===== src/rtl/tour_cmd_sequencer.sv =====
// Command queue plus handshake sequencer that feeds Knight commands to RemoteComm one at a time.
// Define KNIGHT_SEQ_RETRY_EN to resend a NAKed or timed-out command up to MAX_RETRY times before faulting.
module tour_cmd_sequencer #(
  parameter int unsigned DEPTH      = 8,
  parameter int unsigned TMO_CYCLES = 50_000_000,
  parameter logic [7:0]  POS_ACK    = 8'hA5,
  parameter int unsigned MAX_RETRY  = 2
) (
  input  logic                   clk,
  input  logic                   rst_n,
  input  logic                   q_wr,
  input  logic [15:0]            q_cmd,
  output logic                   q_full,
  output logic [$clog2(DEPTH):0] q_cnt,
  input  logic                   start,
  input  logic                   abort,
  output logic [15:0]            cmd,
  output logic                   snd_cmd,
  input  logic                   cmd_snt,
  input  logic                   resp_rdy,
  input  logic [7:0]             resp,
  output logic                   busy,
  output logic                   done,
  output logic                   err,
  output logic                   err_tmo,
  output logic [7:0]             err_resp
);

  localparam int unsigned AW = $clog2(DEPTH);
  localparam int unsigned CW = AW + 1;
  localparam int unsigned TW = (TMO_CYCLES > 1) ? $clog2(TMO_CYCLES) : 1;
  localparam logic [TW-1:0] TMO_LAST = TW'(TMO_CYCLES - 1);
  localparam int unsigned RW = (MAX_RETRY > 0) ? $clog2(MAX_RETRY + 1) : 1;

  typedef enum logic [2:0] {IDLE, SEND, WAIT_SNT, WAIT_RESP, FAULT} state_t;

  state_t        state_q, state_d;
  logic [15:0]   mem_q [DEPTH];
  logic [AW-1:0] wr_ptr_q, wr_ptr_d, rd_ptr_q, rd_ptr_d;
  logic [CW-1:0] cnt_q, cnt_d;
  logic [TW-1:0] timer_q, timer_d;
  logic [15:0]   cmd_q, cmd_d, head_data;
  logic          done_q, done_d;
  logic          err_q, err_d, err_tmo_q, err_tmo_d;
  logic [7:0]    err_resp_q, err_resp_d;
  logic          push, pop, start_ok, tmo_hit, last_entry;
  logic          nak_evt, tmo_evt, fail_evt, retry_ok;
  logic [RW-1:0] retry_cnt;

  assign q_full     = (cnt_q == CW'(DEPTH));
  assign q_cnt      = cnt_q;
  assign cmd        = cmd_q;
  assign done       = done_q;
  assign err        = err_q;
  assign err_tmo    = err_tmo_q;
  assign err_resp   = err_resp_q;

  assign push       = q_wr && !q_full;
  assign tmo_hit    = (timer_q == TMO_LAST);
  assign last_entry = (cnt_q == CW'(1)) && !push;
  assign start_ok   = (state_q == IDLE) && start && (cnt_q != '0) && !abort;
  assign fail_evt   = (nak_evt || tmo_evt) && !retry_ok;

  always_ff @(posedge clk or negedge rst_n) begin
    if (!rst_n) begin
      state_q <= IDLE;
    end else begin
      state_q <= state_d;
    end
  end

  // resp_rdy is checked before the timer so a response on the expiry cycle still counts
  always_comb begin
    state_d = state_q;
    pop     = 1'b0;
    nak_evt = 1'b0;
    tmo_evt = 1'b0;
    if (abort) begin
      state_d = IDLE;
    end else begin
      case (state_q)
        IDLE:      if (start && cnt_q != '0) state_d = SEND;
        SEND:      state_d = WAIT_SNT;
        WAIT_SNT: begin
          if (cmd_snt)      state_d = WAIT_RESP;
          else if (tmo_hit) tmo_evt = 1'b1;
        end
        WAIT_RESP: begin
          if (resp_rdy) begin
            if (resp == POS_ACK) begin
              pop     = 1'b1;
              state_d = last_entry ? IDLE : SEND;
            end else begin
              nak_evt = 1'b1;
            end
          end else if (tmo_hit) begin
            tmo_evt = 1'b1;
          end
        end
        FAULT:     state_d = IDLE;
        default:   state_d = IDLE;
      endcase
      if (nak_evt || tmo_evt) state_d = retry_ok ? SEND : FAULT;
    end
  end

  always_comb begin
    snd_cmd = (state_q == SEND) && !abort;
    busy    = (state_q != IDLE);
  end

  always_comb begin
    wr_ptr_d  = wr_ptr_q + AW'(push);
    rd_ptr_d  = rd_ptr_q + AW'(pop);
    cnt_d     = cnt_q + CW'(push) - CW'(pop);
    // a push landing in the slot that becomes the head this cycle is not in memory yet
    head_data = (push && wr_ptr_q == rd_ptr_d) ? q_cmd : mem_q[rd_ptr_d];
    cmd_d     = (state_d == SEND) ? head_data : cmd_q;

    timer_d = '0;
    if ((state_q == WAIT_SNT || state_q == WAIT_RESP) && state_d == state_q)
      timer_d = timer_q + TW'(1);

    done_d = !abort && (((state_q == IDLE) && start && cnt_q == '0) || (pop && last_entry));

    err_d      = err_q;
    err_tmo_d  = err_tmo_q;
    err_resp_d = err_resp_q;
    if (start_ok) begin
      err_d      = 1'b0;
      err_tmo_d  = 1'b0;
      err_resp_d = 8'h00;
    end else if (fail_evt) begin
      err_d      = 1'b1;
      err_tmo_d  = tmo_evt;
      err_resp_d = tmo_evt ? 8'h00 : resp;
    end
  end

  always_ff @(posedge clk) begin
    if (push) mem_q[wr_ptr_q] <= q_cmd;
  end

  always_ff @(posedge clk or negedge rst_n) begin
    if (!rst_n) begin
      wr_ptr_q   <= '0;
      rd_ptr_q   <= '0;
      cnt_q      <= '0;
      timer_q    <= '0;
      cmd_q      <= 16'h0000;
      done_q     <= 1'b0;
      err_q      <= 1'b0;
      err_tmo_q  <= 1'b0;
      err_resp_q <= 8'h00;
    end else begin
      wr_ptr_q   <= wr_ptr_d;
      rd_ptr_q   <= rd_ptr_d;
      cnt_q      <= cnt_d;
      timer_q    <= timer_d;
      cmd_q      <= cmd_d;
      done_q     <= done_d;
      err_q      <= err_d;
      err_tmo_q  <= err_tmo_d;
      err_resp_q <= err_resp_d;
    end
  end

`ifdef KNIGHT_SEQ_RETRY_EN
  localparam bit RETRY_EN = 1'b1;
  logic [RW-1:0] retry_cnt_q, retry_cnt_d;

  always_comb begin
    retry_cnt_d = retry_cnt_q;
    if (start_ok || pop)
      retry_cnt_d = '0;
    else if ((nak_evt || tmo_evt) && retry_ok)
      retry_cnt_d = retry_cnt_q + RW'(1);
  end

  always_ff @(posedge clk or negedge rst_n) begin
    if (!rst_n) retry_cnt_q <= '0;
    else        retry_cnt_q <= retry_cnt_d;
  end

  assign retry_cnt = retry_cnt_q;
`else
  // retry disabled: the count is tied off and the retry path folds away
  localparam bit RETRY_EN = 1'b0;
  assign retry_cnt = '0;
`endif

  assign retry_ok = RETRY_EN && (retry_cnt < RW'(MAX_RETRY));

endmodule


===== config.mk =====
export PLATFORM = sky130hd
export DESIGN_NAME = tour_cmd_sequencer
export DESIGN_NICKNAME = d
export VERILOG_FILES = /design/src/rtl/tour_cmd_sequencer.sv
export SDC_FILE = /design/constraint.sdc
export NUM_CORES = 1
export LEC_CHECK = 0
export ABC_AREA = 1
export BUFFER_PORTS_ARGS = -buffer_cell sky130_fd_sc_hd__clkbuf_2
export CORE_ASPECT_RATIO = 1.4
export CORE_MARGIN = 3
export CORE_UTILIZATION = 30
export DETAILED_ROUTE_END_ITERATION = 16
export PLACE_DENSITY = 0.52
export SLEW_MARGIN = 15
export SYNTH_ARGS = -nofsm -noshare
export SYNTH_HDL_FRONTEND = slang
export SYNTH_SLANG_ARGS = --single-unit

===== constraint.sdc =====
create_clock -name clk -period 7.1 [get_ports clk]
set_clock_uncertainty 0.2 [all_clocks]
set_input_delay 1.775 -clock clk [delete_from_list [all_inputs] [get_ports clk]]
set_output_delay 1.775 -clock clk [all_outputs]
set_load 0.02 [all_outputs]

==> flow_summary.yaml <==
routing:
  firstDrtPassIters: 5
  wl_met3_microns: 919
  drt-initial-drc-count: 473
  m1WireLength_microns: 9900
  viasPerCell: 4.79
  routedWlPerCell_microns: 17.7
  routed.top_layer: "met4"
  drc: 0
  ant_nets: 0
  route.met2.wl_microns: 11300
  routed_wl_microns: 22600
  num_vias: 6120
synth:
  syn_area_sq_um: 8680
  synthTopCellsByArea: "edfxtp_1, dfrtp_1, nor2_1"
  synth-edff-count: 128
  synth_top_area_cell: "edfxtp_1"
  syn-num-nets: 870
  ys_seq_area_share_pct: 63.3
  synth_seq_cells: 194
  synthDistinctLibCells: 36
  async_flop_share_pct: 34.0
  yosys_most_used_dff: "edfxtp_1"
  synth_top_area_share_pct: 44.3
  yosys_warnings: 0
  syn_avg_cell_area_sq_um: 10.5
  syn_inst: 827
final_layout:
  ff_latch_area_sq_um: 5500
  fin_nets: 933
  drive_above_1_share_pct: 14.7
  final_common_cell: "nor2_1"
  n_fill_cell: 2874
  final_cell_mix: "nor2_1, edfxtp_1, nand2_1, o21ai_0, dfrtp_1"
  multi_input_area_sq_um: 2810
  fin_cells: 1278
  syn_to_final_growth_pct: 15.0
  diodes: 0
placed_design:
  gp_congestion: 0.801
  post-place-ws_ns: 1.42
  dp.cells: 1246
  port_buffers: 64
  dpl.hpwl_microns: 14400
power_and_ir_drop:
  pwr_density_cell_nw_per_um2: 321
  intPower_uw: 2130
  switchingPower_uw: 1080
  seq_power_share_pct: 46.7
  finalPower_uw: 3210
  vdd_drop_max_v: 0.000178
  p_sw_share_pct: 33.6
  combPwrFrac_pct: 23.4
  power.leakage_uw: 0.00390
  clockPowerShare_pct: 29.9
sta:
  fin_crit_sh_pct: 73.0
  worst_slew_pin_slew_ns: 1.01
  slew_violations: 0
  setup_viol: 0
  whs_ns: 0.287
  worst_slack_ns: 1.92
  slew_headroom_pct: 32.1
  fin_crit_ns: 5.18
  max_freq_mhz: 193
  setup_tns_ns: 0
  hold_viol_final: 0
  rsz0062_at_grt: "false"
setup_path:
  crit_top_cell: "nand2_1"
  crit_required_ns: 7.22
  cp-start-kind: "input port"
  crit_path_cell_trace: "clkbuf_2, inv_1, nor2_1, nand2_1, nor2_1, inv_1, nor4_1, ha_2, clkinv_1, buf_4, o21ai_0, o211ai_1, nand3_1, nand2_1, nand3_1, nand2_1"
  critical_path_class: "input port to flip-flop"
  cp.depth: 16
  cp_slowest_cell: "clkinv_1"
  reg2reg_depth: 13
  worstPathArrival_ns: 5.31
  cpPeakStageDelay_ns: 0.82
  path_buf_inv: 5
  critPathMaxFanout: 34
  worst_setup_path_end_kind: "flip-flop"
  crit_family: "buffers and inverters"
run_status:
  run_status: "complete, no violations"
worst_hold_path:
  hold_path_class: "flip-flop to flip-flop"
  whs_path_depth: 2
die:
  coreArea_sq_um: 28500
  ios: 65
  die_area_sq_um: 31100
  die_w_microns: 150
  start_util_pct: 30.5
  row_count: 73
  die_height_microns: 207
job:
  drv_cap: 0
clock_network:
  post_cts_buffers: 0
  numCtsBuffers: 17
  cts.sinks: 194
  cts_max_level: 4
  hold_buffers: 0
  cts_tree: "built"
  cts.clk_slew.worst_paths_ns: 0.07
  cts.path.max_buffers: 2
  cts_resized: 0
  clockRootBuffer: "clkbuf_16"
  clkLatencyLatePin_ns: 0.43
global_route:
  grt_pass1_wl_microns: 34900
  antenna_found_initial: 0
  grt_remaining_overflow: 0
  grt_pass1_vias: 6075
  grtUsageTotal_pct: 14.7
  grt_max_degree: 67
-- synthesized netlist by cell type (2+ instances only) --
| library cell | number |
|---|---|
| nor2_1 | 160 |
| edfxtp_1 | 128 |
| nand2_1 | 117 |
| o21ai_0 | 72 |
| dfrtp_1 | 66 |
| nand3_1 | 57 |
| inv_1 | 52 |
| o211ai_1 | 32 |
| nand4_1 | 29 |
| xor2_1 | 17 |
| clkbuf_1 | 14 |
| buf_2 | 11 |
| ha_1 | 11 |
| nor2_2 | 11 |
| xnor2_1 | 10 |
| nor3_1 | 7 |
| buf_6 | 4 |
| a21oi_1 | 3 |
| buf_1 | 3 |
| clkinv_1 | 3 |
| nand2_2 | 3 |
| a21oi_2 | 2 |
| nor2_4 | 2 |
-- worst reg2reg max path, stage by stage (launching register included) --
cell	delay [ns]
dfrtp_1	0.38
nand2_1	0.06
nor2_1	0.19
inv_1	0.09
nor4_1	0.48
ha_2	0.48
clkinv_1	0.82
buf_4	0.55
o21ai_0	0.27
o211ai_1	0.12
nand3_1	0.11
nand2_1	0.06
nand3_1	0.07
nand2_1	0.06
-- state kept, by name (all words and copies together) (netlist names) --
register	cells
err	1
mem_q	128
cmd	16
rd_ptr_q	3
err_tmo	1
wr_ptr_q	3
err_resp	8
q_cnt	4
done	1
timer_q	26
state_q	3
-- layout make-up --
class / instances / area share, %
clock buffer: 17 / 4.26
clock inverter: 15 / 1.55
inverter: 56 / 2.10
multi-input combinational: 544 / 28.2
sequential: 194 / 55.0
tap: 375 / 4.70
timing repair buffer: 77 / 4.21
-- metal layers --
layer | track usage, % | vias up
li1 | - | 2963
met1 | 18.6 | 2989
met2 | 25.3 | 142
met3 | 2.75 | 26
met4 | 5.08 | 0
met5 | 0 | -
-- power by group through the flow --
| stage | Combinational, uW | Sequential, uW | Clock (uW) |
|---|---|---|---|
| global placement | 757 | 1520 | 0 |
| finish | 749 | 1500 | 960 |
| detailed placement | 760 | 1520 | 0 |
| floorplan | 391 | 1570 | 0 |
| CTS | 762 | 1500 | 983 |
| global route | 827 | 1510 | 1030 |
-- final timing paths --
check,from,endpoint,slack (ns)
max,resp[2],cmd[5],1.92
min,cmd[5],cmd[5],0.29
max reg2reg,state_q[0],cmd[5],3.04
min reg2reg,cmd[5],cmd[5],0.29
max in group asynchronous,rst_n,cmd[8],4.84
min in group asynchronous,rst_n,timer_q[2],1.27
-- cell families (layout without fill, tap and decap cells) --
family	Yosys count	count (layout)	share of synthesized area [%]
DFF	194	194	63.3
xor gates and xnor gates	29	29	3.36
buffers and inverters	89	165	4.39
adders and majority gates	12	12	1.82
AOI/OAI and AO/OA	111	111	7.46
and+or+nand+nor	392	392	19.7
-- through the flow --
step                utilization [%]  cell area, sq um
finish                         35.0              9990
global route                   35.0              9990
CTS                            35.0              9990
detailed placement             33.0              9410
global placement               33.0              9410
floorplan                         -              8680
Power figures use the tool's default switching activity.
